==> config.mk <==
export PLATFORM = sky130hd
export DESIGN_NAME = param_loop_scheduler
export DESIGN_NICKNAME = d
export VERILOG_FILES = /design/src/rtl/param_loop_scheduler.sv
export SDC_FILE = /design/constraint.sdc
export NUM_CORES = 1
export LEC_CHECK = 0
export ABC_AREA = 1
export BUFFER_PORTS_ARGS = -buffer_cell sky130_fd_sc_hd__buf_4
export CORE_ASPECT_RATIO = 1.2
export CORE_MARGIN = 8
export CORE_UTILIZATION = 59
export DETAILED_ROUTE_END_ITERATION = 6
export GPL_ROUTABILITY_DRIVEN = 0
export PLACE_DENSITY = 0.79
export SYNTH_ARGS = -nofsm -noshare
export SYNTH_HDL_FRONTEND = slang
export SYNTH_SLANG_ARGS = --single-unit
==> constraint.sdc <==
create_clock -name clk -period 2.3 [get_ports clk]
set_input_delay 0.23 -clock clk [delete_from_list [all_inputs] [get_ports clk]]
set_output_delay 0.23 -clock clk [all_outputs]
set_load 0.02 [all_outputs]
==> src/rtl/param_loop_scheduler.sv <==
// Round-robin scheduler that shares the Nios parameter-loop trigger line between
// fabric requesters and runs the four-phase trig/ack handshake with timeout recovery.
//
// state     | meaning
// ----------+------------------------------------------------------------------
// S_IDLE    | loop_trig high, waiting for any req; grants the next in rotation
// S_TRIG    | loop_trig low, waiting for the CPU to raise ack (or timeout)
// S_RELEASE | loop_trig high, waiting for the CPU to drop ack (or timeout)
// S_GAP     | loop_trig held high so the PIO edge capture sees a clean gap
module param_loop_scheduler #(
  parameter int NUM_REQ     = 4,
  parameter int ID_W        = 2,
  parameter int TIMEOUT_CYC = 65535,
  parameter int GAP_CYC     = 4
) (
  input  logic               clk,
  input  logic               reset,
  input  logic [NUM_REQ-1:0] req,
  output logic [NUM_REQ-1:0] done,
  output logic [NUM_REQ-1:0] err,
  output logic               busy,
  output logic [ID_W-1:0]    active_id,
  output logic               loop_trig,
  input  logic               loop_ack
);

  localparam int CNT_MAX = (TIMEOUT_CYC > GAP_CYC) ? TIMEOUT_CYC : GAP_CYC;
  localparam int CNT_W   = $clog2(CNT_MAX + 1);

  localparam logic [CNT_W-1:0] TMO_LOAD = CNT_W'(TIMEOUT_CYC - 1);
  localparam logic [CNT_W-1:0] GAP_LOAD = CNT_W'(GAP_CYC - 1);
  localparam logic [CNT_W-1:0] CNT_ONE  = CNT_W'(1);
  localparam logic [ID_W-1:0]  LAST_RST = ID_W'(NUM_REQ - 1);

  typedef enum logic [1:0] {
    S_IDLE,
    S_TRIG,
    S_RELEASE,
    S_GAP
  } state_t;

  state_t             state;
  logic [CNT_W-1:0]   tmr;
  logic [ID_W-1:0]    last;
  logic               err_flag;
  logic               ack_meta;
  logic               ack_s;

  logic               grant_vld;
  logic [ID_W-1:0]    grant_id;
  logic               hi_vld;
  logic [ID_W-1:0]    hi_id;
  logic [ID_W-1:0]    lo_id;
  logic [NUM_REQ-1:0] served_oh;

  always_ff @(posedge clk or posedge reset) begin
    if (reset) begin
      ack_meta <= 1'b0;
      ack_s    <= 1'b0;
    end else begin
      ack_meta <= loop_ack;
      ack_s    <= ack_meta;
    end
  end

  // Lowest set request above the last grant wins; otherwise wrap to the lowest set request.
  always_comb begin
    hi_vld    = 1'b0;
    hi_id     = '0;
    lo_id     = '0;
    grant_vld = 1'b0;
    for (int j = NUM_REQ - 1; j >= 0; j--) begin
      if (req[j]) begin
        grant_vld = 1'b1;
        lo_id     = ID_W'(j);
        if (j > int'(last)) begin
          hi_vld = 1'b1;
          hi_id  = ID_W'(j);
        end
      end
    end
    grant_id = hi_vld ? hi_id : lo_id;
  end

  assign served_oh = NUM_REQ'(1) << active_id;

  always_ff @(posedge clk or posedge reset) begin
    if (reset) begin
      state     <= S_IDLE;
      tmr       <= '0;
      last      <= LAST_RST;
      err_flag  <= 1'b0;
      active_id <= '0;
      busy      <= 1'b0;
      loop_trig <= 1'b1;
      done      <= '0;
      err       <= '0;
    end else begin
      done <= '0;
      err  <= '0;
      case (state)
        S_IDLE: begin
          if (grant_vld) begin
            active_id <= grant_id;
            last      <= grant_id;
            busy      <= 1'b1;
            loop_trig <= 1'b0;
            tmr       <= TMO_LOAD;
            state     <= S_TRIG;
          end
        end

        S_TRIG: begin
          if (ack_s) begin
            loop_trig <= 1'b1;
            tmr       <= TMO_LOAD;
            state     <= S_RELEASE;
          end else if (tmr == '0) begin
            err_flag  <= 1'b1;
            loop_trig <= 1'b1;
            tmr       <= TMO_LOAD;
            state     <= S_RELEASE;
          end else begin
            tmr <= tmr - CNT_ONE;
          end
        end

        // A release timeout (ack still high at terminal count) also reports as an error.
        S_RELEASE: begin
          if (!ack_s || (tmr == '0)) begin
            if (err_flag || ack_s) begin
              err <= served_oh;
            end else begin
              done <= served_oh;
            end
            err_flag <= 1'b0;
            tmr      <= GAP_LOAD;
            state    <= S_GAP;
          end else begin
            tmr <= tmr - CNT_ONE;
          end
        end

        S_GAP: begin
          if (tmr == '0) begin
            busy  <= 1'b0;
            state <= S_IDLE;
          end else begin
            tmr <= tmr - CNT_ONE;
          end
        end

        default: begin
          state <= S_IDLE;
        end
      endcase
    end
  end

endmodule

==> run summary <==
At the pin with the least slew margin, the transition time is 0.577 ns. The critical path goes through inv_1, ha_1, nand2_2, nor2_4, nand2_4, o21ai_4, inv_2, or2_0, nand2_1, inv_1. The die boundary width is 71.5 µm, and the minimum hold slack is 0.0410 ns. The number of buffers and inverters on the critical path is 3. Setup repair after global routing left no endpoint under its margin.

Total power for the finished layout comes to 3.12 mW. On the final layout, the worst clock skew is 0.00228 ns. The setup fix buffers added after clock tree synthesis came out at 0.

After the first detailed-routing iteration, the DRC count stood at 122. The HPWL reported at the end of detailed placement came out at 3590 µm. The worst register-to-register path has a setup slack of 0.31 ns. The total count of hold-check failures in the final report is 0. For this design the static power due to leakage is 1.35 nW. The via count of the first global-routing pass was 1972; the post-route clock period utilization was 86.6%.

The area of the die is 5900 µm². For the peak ir drop on the vdd network, the log shows 0.846 mV. Among cell families on the critical path, the largest total delay comes from simple AND/OR/NAND/NOR gates. Synthesis handed over a netlist of 319 instances. The sequential standard cell area was 880 µm²; the worst endpoint data arrival time was 2.18 ns. The combined area of the multi-input logic cells is 1040 µm², and the antenna diode instance count is 0. Counting every net in the synthesized netlist gives 331.

After routing the design area is 2430 µm². After floorplanning, the core was sized to cover 3600 µm². dfrtp_1 takes more of the synthesized area than any other cell.

The kind of critical path was reg -> reg. The overall die height was 82.6 µm. Once the floorplan was initialized, standard cells occupied 60.5% of the core.

In this run the cell area of the synthesized design comes to 2180 µm². In this run, distinct cell masters in the synthesized netlist total 27. The global route total overflow was 0. The number of design rule violations left after detail routing is 0, and the clock edge transition at the registers on the reported setup and hold paths is 0.07 ns. For this block, the via count after detailed routing is 2011. Summing all placed instances gives a cell area of 2350 µm². The count of non-filler cells in the finished layout came out at 382. The global router's overall resource usage came out at 17.8%. The total of max-cap violations was 0; the number of placed cells counting well taps was 374. The detail route stage leaves a number of antenna-violating nets equal to 0. By instance count, the cell type seen most on the critical path is inv_1. In this run the biggest area consumer among cell types represents 36.7% of the synthesized area. On the worst path, the slowest cell contributes a delay of 0.38 ns. The first detailed-routing pass ran for 4 iterations.

In this run the core area contains 24 standard-cell rows. The tools report the data required time of the critical path as 2.49 ns. In the routed layout, each cell is associated on average with a via count of 5.26. The fraction of layout cells with a size suffix above 1 came out at 11.7%.

For this design the ratio of total power to cell area is 1290 nW/µm². Setup violations remaining at the end of the flow were counted as 0. The number of storage elements in the synthesis netlist works out to 35. STA classifies the critical path startpoint as a flip-flop.

The post-cts resize count is 0, and the hold buffer count at cts is 0. In this run the worst path has a maximum fanout of 13. The clock reaches the later pin of the worst-skew pair after 0.29 ns. At the end of the flow, the number of nets in the layout was 354. Maximum buffer depth of the clock tree: 2. Averaged over all synthesized cells, the footprint is 6.83 µm². Entering global routing, the biggest net connects 36 pins. Wire length reported by the detailed router: 4960 µm.

The tools report the final max-slew violation count as 0. Fill cells in the final layout number 319. In the final routed layout, each cell accounts on average for 13.0 µm. After synthesis, the cell types taking the most area are dfrtp_1, nand2_1, inv_1, nand3_1, nor2_1.

Wire length of the first global-routing pass: 8380 µm. The total negative slack for setup checks is 0 ns. For the worst flop-to-flop path, the logic depth is 10. The clock tree root buffer cell was clkbuf_8. The flow ran to the end, and the final reports show no timing, DRC or antenna violations. The run gives 502 MHz as the upper clock frequency limit.

The endpoint identified for the worst register-to-register timing path is tmr[6]. The H-tree depth reported by CTS came out at 2. The class of the tightest hold or removal check was in -> async. TritonCTS built the clock tree.

The worst setup path is captured at a flip-flop. Buffers inserted during clock tree synthesis total 5. The logs give 40.4% for the sequential fraction of the synthesis area and 19 for the number of top-level pins. The largest individual stage delay along the critical path comes from the cell dfrtp_1. The run gives 0 as the number of warnings issued by yosys. The startpoint identified for the worst register-to-register timing path is tmr[0]. The sink count of the clock tree was 35; the normalized max-slew margin was 61.5%. The area growth from synthesis to layout is 11.4%. Final period demand of the worst path: 1.99 ns. Port buffering added 18 buffers.

The initial antenna violation count was 0.
[synth_stat cells]
master	count
nor2_2	3
nand2_1	93
inv_1	58
clkbuf_1	1
o21ai_0	20
o22ai_1	1
nand2_2	2
nand2_4	1
nor2_4	1
o21ai_1	4
nand4_1	5
dfrtp_1	32
nand3_1	30
o221ai_1	1
buf_2	1
dfstp_2	3
a31oi_1	2
inv_2	2
or2_2	1
o211ai_1	1
a21oi_1	6
buf_6	2
o21ai_4	1
xor2_1	5
ha_1	5
or2_0	1
nor2_1	37
[worst max path at each step]
stage                     startpoint  endpoint  slack, ns  cells past startpoint
after CTS                     tmr[0]    tmr[6]       0.33                     10
after global routing          tmr[0]    tmr[5]       0.12                     11
after detailed placement      tmr[0]    tmr[6]       0.34                     10
final                         tmr[0]    tmr[6]       0.31                     10
after floorplan               tmr[0]    tmr[4]       0.64                     12
after global placement        tmr[0]    tmr[6]       0.40                     10
[flip-flops by register name, indices dropped and copies added (netlist names), 2 cells and up]
signal / cells
tmr: 16
active_id: 2
done: 4
err: 4
state: 2
last: 2
[metrics by stage]
| step | utilization [%] | setup WS [ns] |
|---|---|---|
| finish | 67.4 | 0.308 |
| global route | 67.4 | 0.124 |
| CTS | 67.4 | 0.329 |
| detailed placement | 65.1 | 0.341 |
| global placement | 65.1 | 0.403 |
| floorplan | - | 0.642 |
[per-layer routing]
metal	global-route usage, %	part of all wire (%)
met1	19.9	44
met2	32.8	52
met3	3.02	3.9
met4	7.98	0.97
met5	0	0
[power breakdown]
group | switching [mW] | internal (mW) | total [mW] | leakage [nW]
logic | 1.07 | 0.549 | 1.62 | 0.882
registers | 0.214 | 0.872 | 1.09 | 0.423
clock network | 0.209 | 0.212 | 0.422 | 0.0422
total | 1.49 | 1.63 | 3.12 | 1.35
[layout by cell type (no fill, tap or decap)]
master    count
o22ai_1       1
ha_1          5
nand2_4       1
clkinv_2      1
nor2_1       37
o221ai_1      1
inv_2         2
nand2_1      93
buf_4        20
xor2_1        5
nor2_2        3
o211ai_1      1
or2_0         1
dfstp_2       3
a21oi_1       6
dfrtp_1      32
o21ai_4       1
o21ai_0      20
o21ai_1       4
nand3_1      30
inv_1        58
a31oi_1       2
clkbuf_1      2
nand4_1       5
or2_2         1
nand2_2       2
clkbuf_8      5
nor2_4        1
[worst reg2reg max path, delay by kind of cell, from the launching register on]
kind	cells	cell delay (ns)
buffers and inverters	3	0.33
and+or+nand+nor	5	0.68
AOI/OAI and AO/OA	1	0.30
adders and majority gates	1	0.21
DFF	1	0.38
[area by class of cell]
| cell class | count | share of cell area [%] |
|---|---|---|
| clock buffer | 7 | 3.14 |
| clock inverter | 1 | 0.206 |
| inverter | 60 | 9.27 |
| multi-input combinational | 220 | 43.0 |
| sequential | 35 | 36.2 |
| tap | 39 | 2.01 |
| timing repair buffer | 20 | 6.18 |
[cell families (layout without fill, tap and decap cells)]
kind of cell,count (synthesis),count (layout),share of synthesized area [%]
simple gates,174,174,33.8
buf+inv,64,88,11.8
compound gates,36,36,9.24
flops,35,35,40.4
fa+ha+maj,5,5,2.87
xor+xnor,5,5,2.01
Power figures use the tool's default switching activity.
